[src/rtl/seg_mux_capture_pkg.sv]
// Shared constants for the multiplexed 7-segment display path: the hex pattern
// table (identical to the encoder's), capture FSM encodings and the accept record.
package seg_pkg;

  localparam int NUM_DIGITS = 4;

  localparam logic [1:0] S_IDLE  = 2'd0;
  localparam logic [1:0] S_COUNT = 2'd1;
  localparam logic [1:0] S_HELD  = 2'd2;

  // Active-low segments, bit order g..a
  localparam logic [6:0] SEG_TABLE [0:15] = '{
    7'b1000000, 7'b1111001, 7'b0100100, 7'b0110000,
    7'b0011001, 7'b0010010, 7'b0000010, 7'b1111000,
    7'b0000000, 7'b0010000, 7'b0001000, 7'b0000011,
    7'b1000110, 7'b0100001, 7'b0000110, 7'b0001110
  };

  typedef struct packed {
    logic       hit;
    logic [1:0] slot;
    logic [3:0] nibble;
    logic       dot;
  } accept_t;

  function automatic logic is_onehot4(input logic [3:0] v);
    return (v != 4'd0) && ((v & (v - 4'd1)) == 4'd0);
  endfunction

  function automatic logic [1:0] onehot_index(input logic [3:0] v);
    logic [1:0] idx;
    idx = 2'd0;
    for (int i = 0; i < 4; i++) begin
      if (v[i]) idx = 2'(i);
    end
    return idx;
  endfunction

endpackage

[src/rtl/seg_mux_capture_if.sv]
// Multiplexed display pins plus the decoded frame outputs of the capture block.
interface seg_mux_capture_if;
  logic [7:0]  seg_n;
  logic [3:0]  dig_en;
  logic [15:0] value;
  logic [3:0]  dots;
  logic        valid;
  logic        pat_err;
  logic        timeout;

  modport master (
    output seg_n, dig_en,
    input  value, dots, valid, pat_err, timeout
  );

  modport slave (
    input  seg_n, dig_en,
    output value, dots, valid, pat_err, timeout
  );
endinterface

[src/rtl/seg_mux_capture_decode.sv]
// Reverse lookup of a 7-segment pattern into its hex nibble; hit=0 when the
// pattern is not one the display encoder can produce.
module seg_pattern_decode
  import seg_pkg::*;
(
  input  logic [6:0] pattern,
  output logic       hit,
  output logic [3:0] nibble
);

  always_comb begin
    hit    = 1'b0;
    nibble = 4'd0;
    for (int i = 0; i < 16; i++) begin
      if (pattern == SEG_TABLE[i]) begin
        hit    = 1'b1;
        nibble = 4'(i);
      end
    end
  end

endmodule

[src/rtl/seg_mux_capture.sv]
// Samples a multiplexed 7-segment bus, waits for each digit strobe to settle,
// decodes it and assembles four digits into a 16-bit frame.
module seg_mux_capture
  import seg_pkg::*;
#(
  parameter int STABLE_CYCLES  = 4,
  parameter int TIMEOUT_CYCLES = 65536,
  parameter int CNT_W          = 17
) (
  input logic              CLK,
  input logic              RST_N,
  seg_mux_capture_if.slave bus
);

  localparam int SW = $clog2(STABLE_CYCLES) + 1;
  localparam logic [SW-1:0]    STAB_LAST = SW'(STABLE_CYCLES - 1);
  localparam logic [CNT_W-1:0] TMO_LAST  = CNT_W'(TIMEOUT_CYCLES - 1);

  logic [11:0] sync1_q, sync1_d;
  logic [11:0] sync2_q, sync2_d;
  logic [11:0] prev_q, prev_d;
  logic [1:0]  state_q, state_d;
  logic [SW-1:0] stab_cnt_q, stab_cnt_d;
  logic        acc_valid_q, acc_valid_d;
  accept_t     acc_rec_q, acc_rec_d;

  logic [NUM_DIGITS-1:0][3:0] slot_nib_q, slot_nib_d;
  logic [NUM_DIGITS-1:0]      slot_dot_q, slot_dot_d;
  logic [NUM_DIGITS-1:0]      mask_q, mask_d;
  logic [CNT_W-1:0]           tmo_cnt_q, tmo_cnt_d;
  logic [15:0] value_q, value_d;
  logic [3:0]  dots_q, dots_d;
  logic        valid_q, valid_d;
  logic        pat_err_q, pat_err_d;
  logic        timeout_q, timeout_d;

  logic       dec_hit;
  logic [3:0] dec_nibble;
  logic       sample_changed;
  logic       sample_onehot;

  seg_pattern_decode u_decode (
    .pattern (sync2_q[6:0]),
    .hit     (dec_hit),
    .nibble  (dec_nibble)
  );

  // sync2_q is the settled sample {dig_en, seg_n}; prev_q is the one before it
  always_comb begin
    sync1_d = {bus.dig_en, bus.seg_n};
    sync2_d = sync1_q;
    prev_d  = sync2_q;
  end

  // A strobe is accepted exactly once, after STABLE_CYCLES identical one-hot samples
  always_comb begin
    state_d        = state_q;
    stab_cnt_d     = stab_cnt_q;
    acc_valid_d    = 1'b0;
    sample_changed = (sync2_q != prev_q);
    sample_onehot  = is_onehot4(sync2_q[11:8]);
    acc_rec_d      = '{hit:    dec_hit,
                       slot:   onehot_index(sync2_q[11:8]),
                       nibble: dec_nibble,
                       dot:    ~sync2_q[7]};
    case (state_q)
      S_IDLE: begin
        if (sample_onehot) begin
          state_d    = S_COUNT;
          stab_cnt_d = SW'(1);
        end
      end
      S_COUNT: begin
        if (sample_changed) begin
          state_d    = sample_onehot ? S_COUNT : S_IDLE;
          stab_cnt_d = SW'(1);
        end else if (stab_cnt_q == STAB_LAST) begin
          acc_valid_d = 1'b1;
          state_d     = S_HELD;
        end else begin
          stab_cnt_d = stab_cnt_q + SW'(1);
        end
      end
      S_HELD: begin
        if (sample_changed) begin
          state_d    = sample_onehot ? S_COUNT : S_IDLE;
          stab_cnt_d = SW'(1);
        end
      end
      default: state_d = S_IDLE;
    endcase
  end

  // An accept in the same cycle as timeout expiry takes priority
  always_comb begin
    slot_nib_d = slot_nib_q;
    slot_dot_d = slot_dot_q;
    mask_d     = mask_q;
    value_d    = value_q;
    dots_d     = dots_q;
    valid_d    = 1'b0;
    pat_err_d  = 1'b0;
    timeout_d  = 1'b0;
    tmo_cnt_d  = tmo_cnt_q;
    if (acc_valid_q) begin
      tmo_cnt_d = '0;
      if (acc_rec_q.hit) begin
        slot_nib_d[acc_rec_q.slot] = acc_rec_q.nibble;
        slot_dot_d[acc_rec_q.slot] = acc_rec_q.dot;
        mask_d[acc_rec_q.slot]     = 1'b1;
        if (mask_d == '1) begin
          value_d = slot_nib_d;
          dots_d  = slot_dot_d;
          valid_d = 1'b1;
          mask_d  = '0;
        end
      end else begin
        pat_err_d = 1'b1;
      end
    end else if (mask_q != '0) begin
      if (tmo_cnt_q == TMO_LAST) begin
        tmo_cnt_d = '0;
        mask_d    = '0;
        timeout_d = 1'b1;
      end else begin
        tmo_cnt_d = tmo_cnt_q + CNT_W'(1);
      end
    end else begin
      tmo_cnt_d = '0;
    end
  end

  always_ff @(posedge CLK or negedge RST_N) begin
    if (!RST_N) begin
      sync1_q     <= '0;
      sync2_q     <= '0;
      prev_q      <= '0;
      state_q     <= S_IDLE;
      stab_cnt_q  <= '0;
      acc_valid_q <= 1'b0;
      acc_rec_q   <= '0;
      slot_nib_q  <= '0;
      slot_dot_q  <= '0;
      mask_q      <= '0;
      tmo_cnt_q   <= '0;
      value_q     <= '0;
      dots_q      <= '0;
      valid_q     <= 1'b0;
      pat_err_q   <= 1'b0;
      timeout_q   <= 1'b0;
    end else begin
      sync1_q     <= sync1_d;
      sync2_q     <= sync2_d;
      prev_q      <= prev_d;
      state_q     <= state_d;
      stab_cnt_q  <= stab_cnt_d;
      acc_valid_q <= acc_valid_d;
      acc_rec_q   <= acc_rec_d;
      slot_nib_q  <= slot_nib_d;
      slot_dot_q  <= slot_dot_d;
      mask_q      <= mask_d;
      tmo_cnt_q   <= tmo_cnt_d;
      value_q     <= value_d;
      dots_q      <= dots_d;
      valid_q     <= valid_d;
      pat_err_q   <= pat_err_d;
      timeout_q   <= timeout_d;
    end
  end

  assign bus.value   = value_q;
  assign bus.dots    = dots_q;
  assign bus.valid   = valid_q;
  assign bus.pat_err = pat_err_q;
  assign bus.timeout = timeout_q;

endmodule

[src/flat_wrapper.sv]
// flat-port wrapper written by rule: the top's interface ports become plain ports
module seg_mux_capture_flat import seg_pkg::*;
#(
  parameter int STABLE_CYCLES  = 4,
  parameter int TIMEOUT_CYCLES = 65536,
  parameter int CNT_W          = 17
)
  (CLK, RST_N, bus_seg_n, bus_dig_en, bus_value, bus_dots, bus_valid, bus_pat_err, bus_timeout);
  seg_mux_capture_if bus_i ();
  input logic CLK;
  input logic RST_N;
  input wire logic [$bits(bus_i.seg_n)-1:0] bus_seg_n;
  input wire logic [$bits(bus_i.dig_en)-1:0] bus_dig_en;
  output wire logic [$bits(bus_i.value)-1:0] bus_value;
  output wire logic [$bits(bus_i.dots)-1:0] bus_dots;
  output wire logic [$bits(bus_i.valid)-1:0] bus_valid;
  output wire logic [$bits(bus_i.pat_err)-1:0] bus_pat_err;
  output wire logic [$bits(bus_i.timeout)-1:0] bus_timeout;
  assign bus_i.seg_n = bus_seg_n;
  assign bus_i.dig_en = bus_dig_en;
  assign bus_value = bus_i.value;
  assign bus_dots = bus_i.dots;
  assign bus_valid = bus_i.valid;
  assign bus_pat_err = bus_i.pat_err;
  assign bus_timeout = bus_i.timeout;
  seg_mux_capture #(.STABLE_CYCLES(STABLE_CYCLES), .TIMEOUT_CYCLES(TIMEOUT_CYCLES), .CNT_W(CNT_W)) u_core (.CLK(CLK), .RST_N(RST_N), .bus(bus_i));
endmodule
[config.mk]
export PLATFORM = sky130hd
export DESIGN_NAME = seg_mux_capture_flat
export DESIGN_NICKNAME = d
export VERILOG_FILES = /design/src/rtl/seg_mux_capture_pkg.sv /design/src/rtl/seg_mux_capture_if.sv /design/src/rtl/seg_mux_capture_decode.sv /design/src/rtl/seg_mux_capture.sv /design/src/flat_wrapper.sv
export SDC_FILE = /design/constraint.sdc
export NUM_CORES = 1
export LEC_CHECK = 0
export ABC_AREA = 1
export BUFFER_PORTS_ARGS = -buffer_cell sky130_fd_sc_hd__buf_2
export CAP_MARGIN = 0
export CORE_UTILIZATION = 64
export CTS_BUF_LIST = sky130_fd_sc_hd__clkbuf_8 sky130_fd_sc_hd__clkbuf_16
export CTS_CLUSTER_SIZE = 30
export DETAILED_ROUTE_END_ITERATION = 10
export PLACE_DENSITY = 0.82
export RECOVER_POWER = 25
export SYNTH_ARGS = -nofsm -noshare
export SYNTH_HDL_FRONTEND = slang
export SYNTH_SLANG_ARGS = --single-unit
[constraint.sdc]
create_clock -name CLK -period 2.8 [get_ports CLK]
set_input_delay 0.28 -clock CLK [delete_from_list [all_inputs] [get_ports CLK]]
set_output_delay 0.28 -clock CLK [all_outputs]
set_load 0.005 [all_outputs]
After elaboration in Yosys (flattened, before gate mapping)
Cells that the tools add are included.
- register bits: 114
- output and inout bits: 23
- add/sub/neg operators: 3
- magnitude comparators: 2
- equality and inequality tests: 26
- muxes and demuxes: 70
- bitwise operators: 3
- reduce and logical (&&, ||, !) cells: 15
- operators with widths (cell ; count):
    $mux 4 ; 20
    $mux 17 ; 3
    $mux 1 ; 31
    $eq 7x7->1 const B ; 4
    $eq 7x5->1 const B ; 3
    $eq 7x6->1 const B ; 3
    $add 17x1->17 const B ; 1
    $eq 17x16->1 const B ; 1
    $bwmux 16 ; 1
    $eq 7x2->1 const B ; 2
    $eq 7x4->1 const B ; 2
    $mux 2 ; 6
    $mux 3 ; 4
    $ne 12x12->1 ; 1
    $pmux 3 s3 ; 1
    $reduce_and 3->1 ; 3
    $demux 4 s2 ; 1
    $reduce_bool 4->1 ; 2
    $eq 7x3->1 const B ; 1
    $logic_not 7->1 ; 1
    $pmux 2 s3 ; 1
    $and 4x4->4 ; 1
    $bwmux 4 ; 1
    $eq 4x4->1 const B ; 1
    other kinds (21) ; 24

Logic depth before layout (Yosys ltp)
- word-level depth: 17
- depth in mapped cells: 11

Cells and area by module
From an unflattened synthesis, not the netlist that was laid out.
- cells, all modules: 598
- area total of the unflattened synthesis: 5014.8 sq um
- modules (own cells, without submodules) (module ; times used ; cells each ; area each (sq um) ; seq. area each (sq um)):
    seg_mux_capture ; 1 ; 536 ; 4738.3 ; 2852.7
    seg_pattern_decode ; 1 ; 62 ; 276.5 ; 0.0

Worst setup path before layout
No wires, ideal clock.
- path kind: register to register
- start: register u_core.tmo_cnt_q[0]
- end: register u_core.tmo_cnt_q[9]
- arrival time: 1.459 ns
- required time: 2.679 ns
- setup slack: 1.220 ns
- stages on the path, launching flop included: 10
- buffers on the path: 1
- clock period less this slack: 1.580 ns
- cell sequence: dfrtp_1 > ha_1 > nand3_2 > nor2_4 > nand3_2 > nor3_4 > nand4_2 > nand2_4 > buf_12 > nor2_1
- cells in the longest elaborated chain, start to end: 4
- elaborated cells on any way between the ends: 5
- ends and longest elaborated chain (item ; RTL line ; text):
    start: declaration ; seg_mux_capture.sv:30 ; logic [CNT_W-1:0] tmo_cnt_q, tmo_cnt_d;
    start signal: assignment ; seg_mux_capture.sv:162 ; tmo_cnt_q <= tmo_cnt_d;
    $add 17x1->17 / $eq 17x16->1 (equally long branches) ; seg_mux_capture.sv:126, seg_mux_capture.sv:121 ;
    $mux 17 (*) ; seg_mux_capture.sv:121 ; if (tmo_cnt_q == TMO_LAST) begin
    $mux 17 (*) ; seg_mux_capture.sv:120 ; end else if (mask_q != '0) begin
    $mux 17 (*) ; seg_mux_capture.sv:105 ; if (acc_valid_q) begin
    via u_core.tmo_cnt_d[9] ; seg_mux_capture.sv:30 ;
The timed path passes the listed nets; every way through them passes the cells marked *.
A chain may end at the register's enable or synchronous reset.

Final worst setup path
- start: register u_core.acc_rec_q[5] in the netlist's numbering
- end: register u_core.dots_q[2], in the netlist u_core.bus.dots[2]
- cells in the longest elaborated chain, start to end: 7
- elaborated cells on any way between the ends: 9
- ends and longest elaborated chain (item ; RTL line ; text):
    start: declaration ; seg_mux_capture.sv:25 ; accept_t acc_rec_q, acc_rec_d;
    start signal: assignment ; seg_mux_capture.sv:158 ; acc_rec_q <= acc_rec_d;
    $lt 2x3->1 (not written as such) / $ge 2x1->1 (equally long branches) ; seg_mux_capture.sv:109, seg_mux_capture.sv:110 ;
    $logic_and 1x1->1 (not written as such) ; seg_mux_capture.sv:109, seg_mux_capture.sv:110 ;
    $mux 1 (not written as such) ; seg_mux_capture.sv:109, seg_mux_capture.sv:110 ;
    $demux 1 s2 (*) ; n/a ;
    $or 4x4->4 (no line) ; n/a ;
    $eq 4x4->1 ; seg_mux_capture.sv:111 ; if (mask_d == '1) begin
    $reduce_and 3->1 (no line) ; n/a ;
    end signal: assignment ; seg_mux_capture.sv:164 ; dots_q <= dots_d;
    end: declaration ; seg_mux_capture.sv:32 ; logic [3:0] dots_q, dots_d;
Mark *: on every way between the ends. The rest lies on a longest branch, timed or not.

==> results by group <==
Outcome
  • Status: complete, no violations

Route
  • Via count: roughly 4000
  • Antenna viol nets, final: 0
  • Post-route DRC: 0
  • Initial DRC Count: roughly 380
  • WL/cell: between 10 and 15 um
  • Total wire length: ~10 mm
  • Detailed Routing Iterations Pass 1: 5
  • Post-DR vias/cell: 5.524

Floorplanning
  • Full die area: roughly 8000 um2
  • Initial Util: 0.6704
  • Core Box Area: approximately 7300 um2
  • I/O pin count: 37
  • Chip height: between 80 and 90 um
  • Row count: 31
  • Die width: approximately 90 um

Hold path
  • Hold path endpoint: u_core.prev_d[1]$_DFF_PN0_
  • Min-delay src: u_core.sync1_q[1]$_DFF_PN0_
  • Min-Delay Path Class: reg -> reg
  • Hold depth: 0

Global route
  • Initial antenna violation count: 0
  • First-pass GRT wire length: 17.02 mm
  • Number of global-route vias before repair: around 3800
  • Largest net degree at the start of global routing: 63
  • Met1 GRT Util: 0.3337
  • Met2 Usage GRT: 0.5083
  • Grt met3 use: 0.06124
  • Gr usage total: 0.2891
  • Grt peak-use layer: met2
  • Grt total ovfl: 0

Final layout
  • Ratio of cells with drive above 1 in the final layout: 0.1713
  • # fillers: roughly 430
  • Post-route cell area: 6000 um2
  • Area growth syn-to-layout: 22.07%
  • Final core utilization: 0.8184
  • Layout Cells excl Fill: 706
  • Antenna Cells: 0
  • Layout Nets: 612
  • Sequential standard cell area: ~2900 um2
  • Area taken by multi-input logic gates: roughly 1700 um2

Clock tree
  • Clk Latency, worst-skew pair: between 0.5 and 0.6 ns
  • Cts bufs inserted: 17
  • CTS tree: done
  • CTS Root Cell: clkbuf_8
  • Deepest clock path buffer count: 2
  • CTS sink cnt: 114
  • H-tree lvl count: 4
  • Setup Fix Bufs, Post-CTS: 0
  • CTS resizes: 0
  • Clk pin slew, worst setup/hold paths: 0.06 ns

Synthesis
  • Mapped Nets: 551
  • Post-synthesis sequential area ratio: 0.5804
  • Synth unique cells: 29
  • FF+latch count, synth: around 110
  • Mapped Cells: approximately 530
  • Number of synthesis warnings: 0
  • Synthesized area: just under 5000 um2
  • Mean post-synth cell area: between 9 and 10 um2

Timing
  • Max Clock Freq: around 460 MHz
  • Max transition margin: 0.1404
  • Measured slew at the worst slew-check pin: about 1.3 ns
  • Final Skew: ~0.0082 ns
  • Period utilisation layout: 0.7768
  • Post-layout minimum cycle time: approximately 2.2 ns
  • Setup tns final: 0 ns
  • WHS: roughly 0.35 ns
  • Final WS setup: about 0.62 ns
  • Setup-failing EPs final: 0
  • Final slew viol count: 0
  • Final hold vios: 0
  • RSZ-0062 raised after global routing: no

Placement
  • IO buf count: 36
  • Inst Count DP: approximately 660
  • DP Area: 5199 um2
  • Pre-CTS setup slack: about 0.75 ns
  • HPWL Detailed: between 6 and 7 mm
  • Placer congestion estimate: between 0.8 and 0.9

Power and ir drop
  • Leak: 3.030 nW
  • Design Power: about 4.3 mW
  • Pwr Density: around 720 nW/um2
  • Peak VDD IR: just under 600 uV

Critical path
  • Critical-path maximum fanout: 12
  • Arrival time worst endpoint: 2.58 ns
  • Critical R2R Capture: u_core.bus.dots[2]$_DFFE_PN0P_
  • Crit start category: flop
  • Crit Reg-Reg Startpoint: u_core.acc_rec_q[5]$_DFF_PN0_
  • Worst setup path class: reg -> reg
  • Reg2Reg Depth: 8
  • Worst Path Required: between 3 and 4 ns
  • FF-to-FF setup slack: around 0.62 ns
  • Crit. End Element: flop

Run
  • Max cap viols: 0
[Yosys cell counts]
master	count	area share
a31o_2	1	0.0018
nor3_1	5	0.0051
dfrtp_1	114	0.58
inv_1	68	0.052
nand4_1	8	0.010
xnor2_1	7	0.012
xor2_1	7	0.012
nand3b_1	2	0.0031
a21oi_1	4	0.0041
clkbuf_1	8	0.0061
nor2_4	1	0.0023
nand4_2	1	0.0025
nor2_1	51	0.039
nor3_4	1	0.0033
nand3_1	21	0.021
nand3_2	2	0.0041
nand2_1	150	0.11
mux2_2	20	0.046
nand2_4	1	0.0023
o21ai_0	38	0.039
o21a_1	2	0.0031
ha_1	3	0.0076
a31oi_1	2	0.0025
nor2_2	5	0.0064
or4_1	1	0.0015
nor4_1	6	0.0076
buf_12	1	0.0041
buf_4	2	0.0031
or2_2	2	0.0025
[cell type report]
| cell class | instances | area share |
|---|---|---|
| Tap cell | 99 | 0.02065 |
| Inverter | 68 | 0.04254 |
| Sequential cell | 114 | 0.4755 |
| Multi-Input combinational cell | 341 | 0.2903 |
| Clock inverter | 10 | 0.03399 |
| Clock buffer | 21 | 0.07821 |
| Timing Repair Buffer | 53 | 0.05881 |
[cell usage in the layout (no fill, tap or decap), types with 3 or more instances in the layout]
cell type | Yosys | layout
buf_4 | 2 | 3
nor3_1 | 5 | 5
buf_2 | 0 | 35
a21oi_1 | 4 | 4
nand4_1 | 8 | 8
nand2_1 | 150 | 150
clkbuf_8 | 0 | 5
nor4_1 | 6 | 6
xnor2_1 | 7 | 7
bufinv_16 | 0 | 6
ha_1 | 3 | 3
nor2_2 | 5 | 5
dlygate4sd3_1 | 0 | 13
xor2_1 | 7 | 7
mux2_2 | 20 | 20
inv_1 | 68 | 69
nor2_1 | 51 | 51
o21ai_0 | 38 | 38
dfrtp_1 | 114 | 114
nand3_1 | 21 | 21
clkbuf_16 | 0 | 16
[metal layers]
layer / vias to the layer above / routed length (um)
met5: - / 0
met3: 33 / 610
met4: 0 / 275
met2: 158 / 5561
li1: 1815 / -
met1: 1894 / 4000
[logic make-up (layout without fill, tap and decap cells)]
| kind of cell | count (synthesis) | count (layout) | synth area share |
|---|---|---|---|
| flip-flops | 114 | 114 | 0.5804 |
| AND/OR/NAND/NOR | 257 | 257 | 0.2258 |
| XOR/XNOR | 14 | 14 | 0.02495 |
| multiplexers | 20 | 20 | 0.04583 |
| AO/OA/AOI/OAI | 47 | 47 | 0.05015 |
| buffers and inverters | 79 | 152 | 0.06517 |
| adder cells (fa/ha/maj) | 3 | 3 | 0.007638 |
[power by group]
part	internal [mW]	switching [mW]	total [mW]	leakage, nW
registers	1.69	0.0398	1.73	1.49
logic	0.0598	0.110	0.170	1.21
clock network	1.71	0.729	2.44	0.327
[worst max path at each step]
| stage | end | startpoint | cells past startpoint | slack (ns) |
|---|---|---|---|---|
| after floorplan | u_core.tmo_cnt_q[9]$_DFF_PN0_ | u_core.tmo_cnt_q[0]$_DFF_PN0_ | 9 | 1.22 |
| after global placement | u_core.bus.dots[2]$_DFFE_PN0P_ | u_core.acc_rec_q[6]$_DFF_PN0_ | 7 | 0.86 |
| after detailed placement | u_core.bus.dots[3]$_DFFE_PN0P_ | u_core.acc_rec_q[6]$_DFF_PN0_ | 7 | 0.75 |
| after CTS | u_core.bus.dots[2]$_DFFE_PN0P_ | u_core.acc_rec_q[5]$_DFF_PN0_ | 8 | 0.64 |
| after global routing | u_core.bus.dots[2]$_DFFE_PN0P_ | u_core.acc_rec_q[5]$_DFF_PN0_ | 8 | 0.43 |
| final | u_core.bus.dots[2]$_DFFE_PN0P_ | u_core.acc_rec_q[5]$_DFF_PN0_ | 8 | 0.62 |
[registers in the layout, summed over array words and instances, names as in the netlist, 4 cells and up]
name	flops
u_core.tmo_cnt_q	17
u_core.bus.value	16
u_core.slot_nib_q	16
u_core.prev_d	12
u_core.prev_q	12
u_core.sync1_q	12
u_core.acc_rec_q	8
u_core.bus.dots	4
u_core.mask_q	4
u_core.slot_dot_q	4
[critical path, cell delays in order (launching register included)]
cell and delay (ns):
dfrtp_1 0.37, inv_1 0.08, nor2_1 0.46, nor2_1 0.13, nor2_1 0.12, nand3_1 0.12, nor2_2 0.17, buf_4 0.24
mux2_2 0.37
[timing repair]
action / CTS / global route
endpoints found under the hold margin: 64 / 0
hold buffers: 13 / 0
setup endpoints to repair: 0 / 0
Note: power is estimated with default switching activity, not from simulation.
